## config.mk

```make
export PLATFORM = sky130hd
export DESIGN_NAME = fp_norm_round_pipe_flat
export DESIGN_NICKNAME = d
export VERILOG_FILES = /design/src/rtl/fp_norm_round_pipe_if.sv /design/src/rtl/fp_norm_round_pipe.sv /design/src/flat_wrapper.sv
export SDC_FILE = /design/constraint.sdc
export NUM_CORES = 1
export LEC_CHECK = 0
export CAP_MARGIN = 20
export CORE_MARGIN = 4
export CORE_UTILIZATION = 58
export CTS_CLUSTER_DIAMETER = 80
export CTS_CLUSTER_SIZE = 24
export DETAILED_ROUTE_END_ITERATION = 8
export GPL_ROUTABILITY_DRIVEN = 0
export HOLD_SLACK_MARGIN = 0.1
export PLACE_DENSITY_LB_ADDON = 0.08
export SLEW_MARGIN = 20
export SYNTH_ARGS = -nofsm -noshare
export SYNTH_HDL_FRONTEND = slang
export SYNTH_SLANG_ARGS = --single-unit
```

## constraint.sdc

```tcl
create_clock -name clk -period 6.5 [get_ports clk]
set_input_delay 0.975 -clock clk [delete_from_list [all_inputs] [get_ports clk]]
set_output_delay 0.975 -clock clk [all_outputs]
set_load 0.01 [all_outputs]
```

## src/rtl/fp_norm_round_pipe_if.sv

```systemverilog
// Handshake/data bundle for the FP normalize-and-round back end.
// master: the surrounding datapath (drives words in, accepts results).
// slave:  the normalize/round pipeline itself.
interface fp_norm_round_pipe_if #(
  parameter int EXP_BITS  = 8,
  parameter int MANT_BITS = 23
);
  localparam int WIDTH = 1 + EXP_BITS + MANT_BITS;

  logic                   in_valid;
  logic                   in_ready;
  logic                   in_sign;
  logic [EXP_BITS-1:0]    in_exp;
  logic [MANT_BITS+4:0]   in_mant;   // {carry, hidden, fraction, G, R, S}
  logic [1:0]             in_rm;
  logic                   out_valid;
  logic                   out_ready;
  logic [WIDTH-1:0]       out_r;
  logic [3:0]             out_flags; // {overflow, underflow, inexact, zero}

  modport master (
    output in_valid, in_sign, in_exp, in_mant, in_rm, out_ready,
    input  in_ready, out_valid, out_r, out_flags
  );

  modport slave (
    input  in_valid, in_sign, in_exp, in_mant, in_rm, out_ready,
    output in_ready, out_valid, out_r, out_flags
  );
endinterface

```

## src/rtl/fp_norm_round_pipe.sv

```systemverilog
// Three-stage normalize / round / pack back end for the FP add/sub path.
// Stage 1 normalizes (carry right-shift or clamped leading-zero left-shift),
// stage 2 applies the rounding increment, stage 3 renormalizes, handles
// overflow/zero/inf-NaN passthrough and registers the packed result.
module fp_norm_round_pipe #(
  parameter  int EXP_BITS  = 8,
  parameter  int MANT_BITS = 23,
  localparam int WIDTH     = 1 + EXP_BITS + MANT_BITS
) (
  input  logic                  clk,
  input  logic                  rst_n,
  fp_norm_round_pipe_if.slave   bus
);
  localparam int STAGES = 3;
  localparam int NV     = MANT_BITS + 3;          // {hidden, fraction, G, R}
  localparam int LZW    = $clog2(NV + 1);
  localparam int SW     = (LZW > EXP_BITS) ? LZW : EXP_BITS;
  localparam logic [1:0] RM_RNE = 2'b00, RM_RTZ = 2'b01, RM_RUP = 2'b10, RM_RDN = 2'b11;
  localparam logic [EXP_BITS:0] EMAX = {1'b0, {EXP_BITS{1'b1}}};

  typedef struct packed {
    logic                 sign;
    logic [1:0]           rm;
    logic                 spec;   // inf/NaN from upstream, passed through
    logic                 zero;   // exact zero input
    logic [EXP_BITS-1:0]  exp;    // exponent field (0 when subnormal)
    logic [MANT_BITS:0]   sig;    // {hidden, fraction}
    logic                 g, r, s;
  } s1_t;

  typedef struct packed {
    logic                 sign;
    logic [1:0]           rm;
    logic                 spec;
    logic                 zero;
    logic [EXP_BITS-1:0]  exp;
    logic [MANT_BITS+1:0] sum;    // {carry, hidden, fraction} after increment
    logic                 inexact;
  } s2_t;

  logic [STAGES:1] vld_pipe;
  logic            ld1, ld2, ld3;
  s1_t             s1_d, s1_q;
  s2_t             s2_d, s2_q;
  logic [WIDTH-1:0] r_d, r_q;
  logic [3:0]      f_d, f_q;

  // Stage k may load when it is empty or its word is moving on this cycle.
  always_comb begin
    ld3 = !vld_pipe[3] || bus.out_ready;
    ld2 = !vld_pipe[2] || ld3;
    ld1 = !vld_pipe[1] || ld2;
  end

  assign bus.in_ready  = ld1;
  assign bus.out_valid = vld_pipe[3];
  assign bus.out_r     = r_q;
  assign bus.out_flags = f_q;

  // Stage 1: leading-zero count and normalization shift.
  logic [NV-1:0]       nv, nv_sh;
  logic [LZW-1:0]      lz;
  logic [SW-1:0]       lz_w, lim, sh;
  always_comb begin
    nv = bus.in_mant[MANT_BITS+3:1];
    lz = LZW'(NV);
    for (int i = 0; i < NV; i++)
      if (nv[i]) lz = LZW'(NV - 1 - i);
    lz_w  = SW'(lz);
    // Never shift below exponent 1; what remains un-normalized is subnormal.
    lim   = (bus.in_exp == '0) ? '0 : SW'(bus.in_exp - 1'b1);
    sh    = (lz_w < lim) ? lz_w : lim;
    nv_sh = nv << sh;

    s1_d      = '0;
    s1_d.sign = bus.in_sign;
    s1_d.rm   = bus.in_rm;
    s1_d.spec = &bus.in_exp;
    s1_d.zero = (bus.in_mant == '0);
    if (s1_d.spec) begin
      s1_d.exp = bus.in_exp;
      s1_d.sig = {1'b0, bus.in_mant[MANT_BITS+2:3]};
    end else if (bus.in_mant[MANT_BITS+4]) begin
      // Mantissa carry: shift right one, folding the dropped bit into sticky.
      s1_d.exp = bus.in_exp + 1'b1;
      s1_d.sig = bus.in_mant[MANT_BITS+4:4];
      s1_d.g   = bus.in_mant[3];
      s1_d.r   = bus.in_mant[2];
      s1_d.s   = bus.in_mant[1] | bus.in_mant[0];
    end else begin
      s1_d.exp = nv_sh[NV-1] ? (bus.in_exp - EXP_BITS'(sh)) : '0;
      s1_d.sig = nv_sh[NV-1:2];
      s1_d.g   = nv_sh[1];
      s1_d.r   = nv_sh[0];
      s1_d.s   = bus.in_mant[0];
    end
  end

  // Stage 2: pick the rounding increment and add it to the significand.
  logic inc;
  always_comb begin
    s2_d         = '0;
    s2_d.sign    = s1_q.sign;
    s2_d.rm      = s1_q.rm;
    s2_d.spec    = s1_q.spec;
    s2_d.zero    = s1_q.zero;
    s2_d.exp     = s1_q.exp;
    s2_d.inexact = s1_q.g | s1_q.r | s1_q.s;
    inc = 1'b0;
    case (s1_q.rm)
      RM_RNE:  inc = s1_q.g & (s1_q.r | s1_q.s | s1_q.sig[0]);
      RM_RTZ:  inc = 1'b0;
      RM_RUP:  inc = !s1_q.sign & s2_d.inexact;
      default: inc = s1_q.sign & s2_d.inexact;
    endcase
    if (s1_q.spec) inc = 1'b0;
    s2_d.sum = {1'b0, s1_q.sig} + (MANT_BITS+2)'(inc);
  end

  // Stage 3: renormalize after rounding, then pack specials/overflow/zero.
  logic [EXP_BITS:0]    e_fin;
  logic [MANT_BITS-1:0] frac_fin;
  logic                 ovf, uf, to_inf;
  always_comb begin
    if (s2_q.sum[MANT_BITS+1])
      e_fin = {1'b0, s2_q.exp} + 1'b1;
    else if (s2_q.sum[MANT_BITS] && s2_q.exp == '0)
      e_fin = (EXP_BITS+1)'(1);            // subnormal rounded into hidden
    else
      e_fin = {1'b0, s2_q.exp};
    frac_fin = s2_q.sum[MANT_BITS+1] ? '0 : s2_q.sum[MANT_BITS-1:0];
    ovf      = (e_fin >= EMAX);
    uf       = (e_fin == '0) && (frac_fin != '0) && s2_q.inexact;
    to_inf   = (s2_q.rm == RM_RNE) || (s2_q.rm == RM_RUP && !s2_q.sign) ||
               (s2_q.rm == RM_RDN && s2_q.sign);

    r_d = {s2_q.sign, e_fin[EXP_BITS-1:0], frac_fin};
    f_d = {1'b0, uf, s2_q.inexact, 1'b0};
    if (s2_q.spec) begin
      r_d = {s2_q.sign, {EXP_BITS{1'b1}}, s2_q.sum[MANT_BITS-1:0]};
      f_d = 4'b0000;
    end else if (s2_q.zero) begin
      r_d = {s2_q.sign, {(WIDTH-1){1'b0}}};
      f_d = 4'b0001;
    end else if (ovf) begin
      r_d = to_inf ? {s2_q.sign, {EXP_BITS{1'b1}}, {MANT_BITS{1'b0}}}
                   : {s2_q.sign, {(EXP_BITS-1){1'b1}}, 1'b0, {MANT_BITS{1'b1}}};
      f_d = 4'b1010;
    end
  end

  // Valid bits advance with their stage loads; reset drops everything in flight.
  always_ff @(posedge clk) begin
    if (!rst_n) begin
      vld_pipe <= '0;
    end else begin
      if (ld1) vld_pipe[1] <= bus.in_valid;
      if (ld2) vld_pipe[2] <= vld_pipe[1];
      if (ld3) vld_pipe[3] <= vld_pipe[2];
    end
  end

  // Internal stage data only moves when a valid word enters the stage.
  always_ff @(posedge clk) begin
    if (ld1 && bus.in_valid) s1_q <= s1_d;
    if (ld2 && vld_pipe[1])  s2_q <= s2_d;
  end

  // Output register: cleared by reset, held stable while stalled.
  always_ff @(posedge clk) begin
    if (!rst_n) begin
      r_q <= '0;
      f_q <= '0;
    end else if (ld3 && vld_pipe[2]) begin
      r_q <= r_d;
      f_q <= f_d;
    end
  end
endmodule

```

## src/flat_wrapper.sv

```systemverilog
// flat-port wrapper written by rule: the top's interface ports become plain ports
module fp_norm_round_pipe_flat 
#(
  parameter  int EXP_BITS  = 8,
  parameter  int MANT_BITS = 23,
  localparam int WIDTH     = 1 + EXP_BITS + MANT_BITS
)
  (clk, rst_n, bus_in_valid, bus_in_sign, bus_in_exp, bus_in_mant, bus_in_rm, bus_out_ready, bus_in_ready, bus_out_valid, bus_out_r, bus_out_flags);
  fp_norm_round_pipe_if #(.EXP_BITS(EXP_BITS), .MANT_BITS(MANT_BITS)) bus_i ();
  input  logic clk;
  input  logic rst_n;
  input wire logic [$bits(bus_i.in_valid)-1:0] bus_in_valid;
  input wire logic [$bits(bus_i.in_sign)-1:0] bus_in_sign;
  input wire logic [$bits(bus_i.in_exp)-1:0] bus_in_exp;
  input wire logic [$bits(bus_i.in_mant)-1:0] bus_in_mant;
  input wire logic [$bits(bus_i.in_rm)-1:0] bus_in_rm;
  input wire logic [$bits(bus_i.out_ready)-1:0] bus_out_ready;
  output wire logic [$bits(bus_i.in_ready)-1:0] bus_in_ready;
  output wire logic [$bits(bus_i.out_valid)-1:0] bus_out_valid;
  output wire logic [$bits(bus_i.out_r)-1:0] bus_out_r;
  output wire logic [$bits(bus_i.out_flags)-1:0] bus_out_flags;
  assign bus_i.in_valid = bus_in_valid;
  assign bus_i.in_sign = bus_in_sign;
  assign bus_i.in_exp = bus_in_exp;
  assign bus_i.in_mant = bus_in_mant;
  assign bus_i.in_rm = bus_in_rm;
  assign bus_i.out_ready = bus_out_ready;
  assign bus_in_ready = bus_i.in_ready;
  assign bus_out_valid = bus_i.out_valid;
  assign bus_out_r = bus_i.out_r;
  assign bus_out_flags = bus_i.out_flags;
  fp_norm_round_pipe #(.EXP_BITS(EXP_BITS), .MANT_BITS(MANT_BITS)) u_core (.clk(clk), .rst_n(rst_n), .bus(bus_i));
endmodule
```

==> results.txt <==
* Worst Path Arrival: 6370 ps
- Once the floorplan was initialized, standard cells occupied 59.83% of the core.
- Final worst path period share: 94.41%
- The worst-case IR drop observed on VDD is 0.0001556 V.
- In this run the cell area of the synthesized design comes to 7986 um^2.
* Antenna violation net count after detailed routing: 0
- The area growth from synthesis to layout is 19.94%.
- Setup violations remaining at the end of the flow were counted as 0.
- Placement Cell Area: 9014 um^2
* Worst hold path endpoint: u_core.s2_q[34]
- Gate Count Post-Synth: 880
* Share of cells above drive strength 1: 10.65%
- For this design the top-level I/O count stands at 81.
* Die Outline Area: 15710 um^2
- The number of buffers and inverters on the critical path is 4.
- Highest net fanout along the worst path: 13
- Die W: 125.3 um
* Final net count: 1014
- CTS buffer count: 17
* Number of port buffers: 80
- After routing, the total negative slack on setup checks comes to 0 ps.
- Type of element capturing the critical path: flop
- RSZ-0062 raised after global routing: false
- DRC Markers: 0
* DIE HEIGHT: 125.3 um
* PnR Total Power: 2.148 mW
* Clk root buf: sky130_fd_sc_hd__clkbuf_16
- On the final layout, the worst clock skew is 8.675 ps.
- Max Transition Viols Final: 0
- Counting cells, the worst reg-to-reg path comes to 11.
- For the worst-skew pair, the clock arrives at the later sink with an insertion delay of 410 ps.
* Number of H-tree levels: 4
- The worst setup path is of the in2reg kind.
- Drt total wl: 21.95 mm
- In the synthesized netlist the async set-or-reset flop fraction comes to 0%.
- Count of TritonRoute iterations in the first routing pass: 6
- Global routing consumed, over all layers together, 27.08% of the routing resources.
- Counting along the longest clock path gives a buffer depth of 2.
- Antenna violations before repair: 0
* Clk sinks: 118
- Summed over all nets, the half-perimeter wirelength after detailed placement is 16.26 mm.
* Synth Register Bits: 118
- The floorplan has 42 rows.
- TritonCTS built the clock tree.
- CTS clk-pin slew, worst paths: 50 ps
* Transition time at the pin with the least slew margin: 1030 ps
- The sequential cells in the finished layout cover a total of 3153 um^2.
- First DRT Iteration DRCs: 1039
- The routed layout has 7442 vias.
- The slowest stage of the critical path is the sky130_fd_sc_hd__o21ai_1 cell.
- Share of the core filled with cells in the final layout: 71.77%
* Highest attainable clock frequency: 163.0 MHz
* Cell area power density: 224.2 nW/um^2
- Terminus of the critical flop-to-flop path: u_core.s2_q[21]
- 0 antenna diodes ended up in the layout.
* Slack of the worst reg-to-reg path: 3400 ps
- Post-CTS Setup Repair Bufs: 0
* Routed length per instance: 19.20 um
- Gates resized, CTS repair: 0
- Number of global-route vias before repair: 6971
- Headroom to the max-slew limit came out at 31.12%.
- Hold buffer count at cts: 0
- Number of enable flip-flop cells after synthesis: 79
- In this design, the critical path's most frequently occurring cell is sky130_fd_sc_hd__ha_1.
* Family with the most delay on the worst path: compound AO/OA/AOI/OAI gates
* Start of the worst register-to-register path: u_core.s1_q[1]
- Hold crit path type: reg2reg
- Vias per cell: 6.511
- Post-route cell area: 9579 um^2
* Maximum number of pins on one net before global-route repair: 47
- STA classifies the critical path startpoint as an input pin.
- A synthesized cell averages 9.075 um^2.
- Multi-input gate area: 4456 um^2
* Number of max-capacitance violations reported: 0
* Part of the Yosys area used for sequential elements: 39.48%
- The total area inside the core boundary comes to 13350 um^2.
- Startpoint of the lowest-slack hold path: u_core.s1_q[35]
- After filler insertion, the fill cell instance count of the layout stands at 1007.
- Hold path cells: 0
- In this run, distinct cell masters in the synthesized netlist total 84.
- For this run, the leading register cell type out of synthesis is sky130_fd_sc_hd__edfxtp_1.
- Post-route minimum period: 6137 ps
- The count of final hold-check violations is 0.
- Cell-by-cell listing of the critical path: clkdlybuf4s50_1, inv_1, ha_1, nor3b_1, and2_0, nor2_1, inv_1, ha_1, o211ai_1, o21ai_1, o31a_4, o22a_1, clkinv_2, ha_1, fa_1, maj3_1, o21ai_0, o311ai_0, xor2_1, o311ai_2
- First-pass GRT wire length: 34.93 mm
* Status: finished, final reports clean
* Reported leakage power: 3.585 nW
* WP data required: 6730 ps
* Sum of overflow across all layers after global routing: 0
- Biggest cell delay along the critical path: 590 ps
- During synthesis, Yosys emitted a total of 0 warnings.
-- power breakdown --
part | leakage (nW) | internal, mW | total, mW | switching, mW
Combinational | 2.24 | 0.174 | 0.408 | 0.234
Sequential | 1.07 | 0.870 | 0.908 | 0.0383
Clock | 0.273 | 0.528 | 0.831 | 0.303
Total | 3.58 | 1.57 | 2.15 | 0.576
-- sequential cells by signal (all words and copies together) (netlist names) --
name,count
u_core.s1_q,40
u_core.s2_q,39
u_core.bus.out_r,32
u_core.bus.out_flags,4
u_core.vld_pipe,3
-- Yosys cell counts (12+ instances only) --
master | number | area share, %
sky130_fd_sc_hd__xnor2_1 | 24 | 2.6
sky130_fd_sc_hd__and3_1 | 16 | 1.3
sky130_fd_sc_hd__mux2i_1 | 42 | 5.3
sky130_fd_sc_hd__o211ai_1 | 16 | 1.5
sky130_fd_sc_hd__a21oi_1 | 68 | 4.3
sky130_fd_sc_hd__edfxtp_1 | 79 | 30
sky130_fd_sc_hd__nor4_1 | 12 | 0.94
sky130_fd_sc_hd__xor2_1 | 15 | 1.6
sky130_fd_sc_hd__nand2_1 | 57 | 2.7
sky130_fd_sc_hd__mux2_2 | 15 | 2.1
sky130_fd_sc_hd__nand3_1 | 41 | 2.6
sky130_fd_sc_hd__o21ai_0 | 53 | 3.3
sky130_fd_sc_hd__dfxtp_1 | 39 | 9.8
sky130_fd_sc_hd__ha_1 | 16 | 2.5
sky130_fd_sc_hd__nor3_1 | 17 | 1.1
sky130_fd_sc_hd__clkbuf_1 | 42 | 2.0
sky130_fd_sc_hd__nor2_1 | 92 | 4.3
sky130_fd_sc_hd__inv_1 | 30 | 1.4
sky130_fd_sc_hd__nand4_1 | 12 | 0.94
-- metrics by stage --
stage	hold slack, ps	std cells	setup WS [ps]
after floorplan	400.3	881	466.4
after global placement	406.4	1110	327.7
after detailed placement	404.5	1110	1.639
after CTS	416.3	1142	423.4
after global routing	429.1	1143	30.47
final	415.3	1143	363.1
-- metal layers --
| metal | global-route usage, % | part of all wire [%] | wire length, um | up-vias |
|---|---|---|---|---|
| met5 | 0 | 0 | 0 | - |
| met4 | 13.20 | 3.8 | 838 | 0 |
| met3 | 4.350 | 8.4 | 1838 | 91 |
| met2 | 46.73 | 49 | 10700 | 447 |
| met1 | 33.02 | 39 | 8568 | 3446 |
| li1 | - | - | - | 3458 |
-- cells by family after synthesis --
kind of cell / synth area share, %
muxes: 7.379
and+or+nand+nor: 18.08
xor gates and xnor gates: 4.277
adders and majority gates: 3.008
other: 0.04695
DFF: 39.48
AOI/OAI and AO/OA: 22.56
buffers and inverters: 5.170
-- how the worst max path moves through the flow --
stage	from	cells after the start	end	slack (ps)
floorplan	bus_in_mant[4]	21	u_core.s1_q[33]	470
global placement	bus_in_exp[1]	20	u_core.s1_q[33]	330
detailed placement	bus_in_exp[1]	20	u_core.s1_q[33]	2
CTS	bus_in_exp[1]	20	u_core.s1_q[33]	420
global route	bus_in_exp[1]	19	u_core.s1_q[32]	30
finish	bus_in_exp[1]	20	u_core.s1_q[33]	360
-- area by class of cell --
| class | instances | area share (%) |
|---|---|---|
| multi-input cells | 668 | 46.51 |
| flip-flops and latches | 118 | 32.92 |
| repair buffers | 115 | 11.31 |
| clock buffers | 24 | 5.159 |
| well taps | 176 | 2.299 |
| inverters | 34 | 1.345 |
| clock inverters | 8 | 0.4572 |
-- layout by cell type (no fill, tap or decap), drive strengths merged, types with 7 or more instances in the layout --
cell type | netlist | layout
a211oi | 8 | 8
a21boi | 9 | 9
a21o | 8 | 8
a21oi | 68 | 68
a221oi | 10 | 10
a22oi | 8 | 8
a31oi | 9 | 9
and3 | 16 | 16
buf | 19 | 35
clkbuf | 42 | 24
clkdlybuf4s50 | 0 | 80
clkinv | 2 | 7
dfxtp | 39 | 39
edfxtp | 79 | 79
ha | 16 | 16
inv | 32 | 35
mux2 | 15 | 15
mux2i | 42 | 42
nand2 | 57 | 57
nand3 | 41 | 41
nand4 | 12 | 12
nor2 | 93 | 93
nor2b | 9 | 9
nor3 | 19 | 19
nor3b | 8 | 8
nor4 | 13 | 13
o211ai | 17 | 17
o21ai | 55 | 55
o221ai | 7 | 7
o31ai | 9 | 9
xnor2 | 24 | 24
xor2 | 15 | 15
No activity file was read; power rests on OpenSTA's default activity.
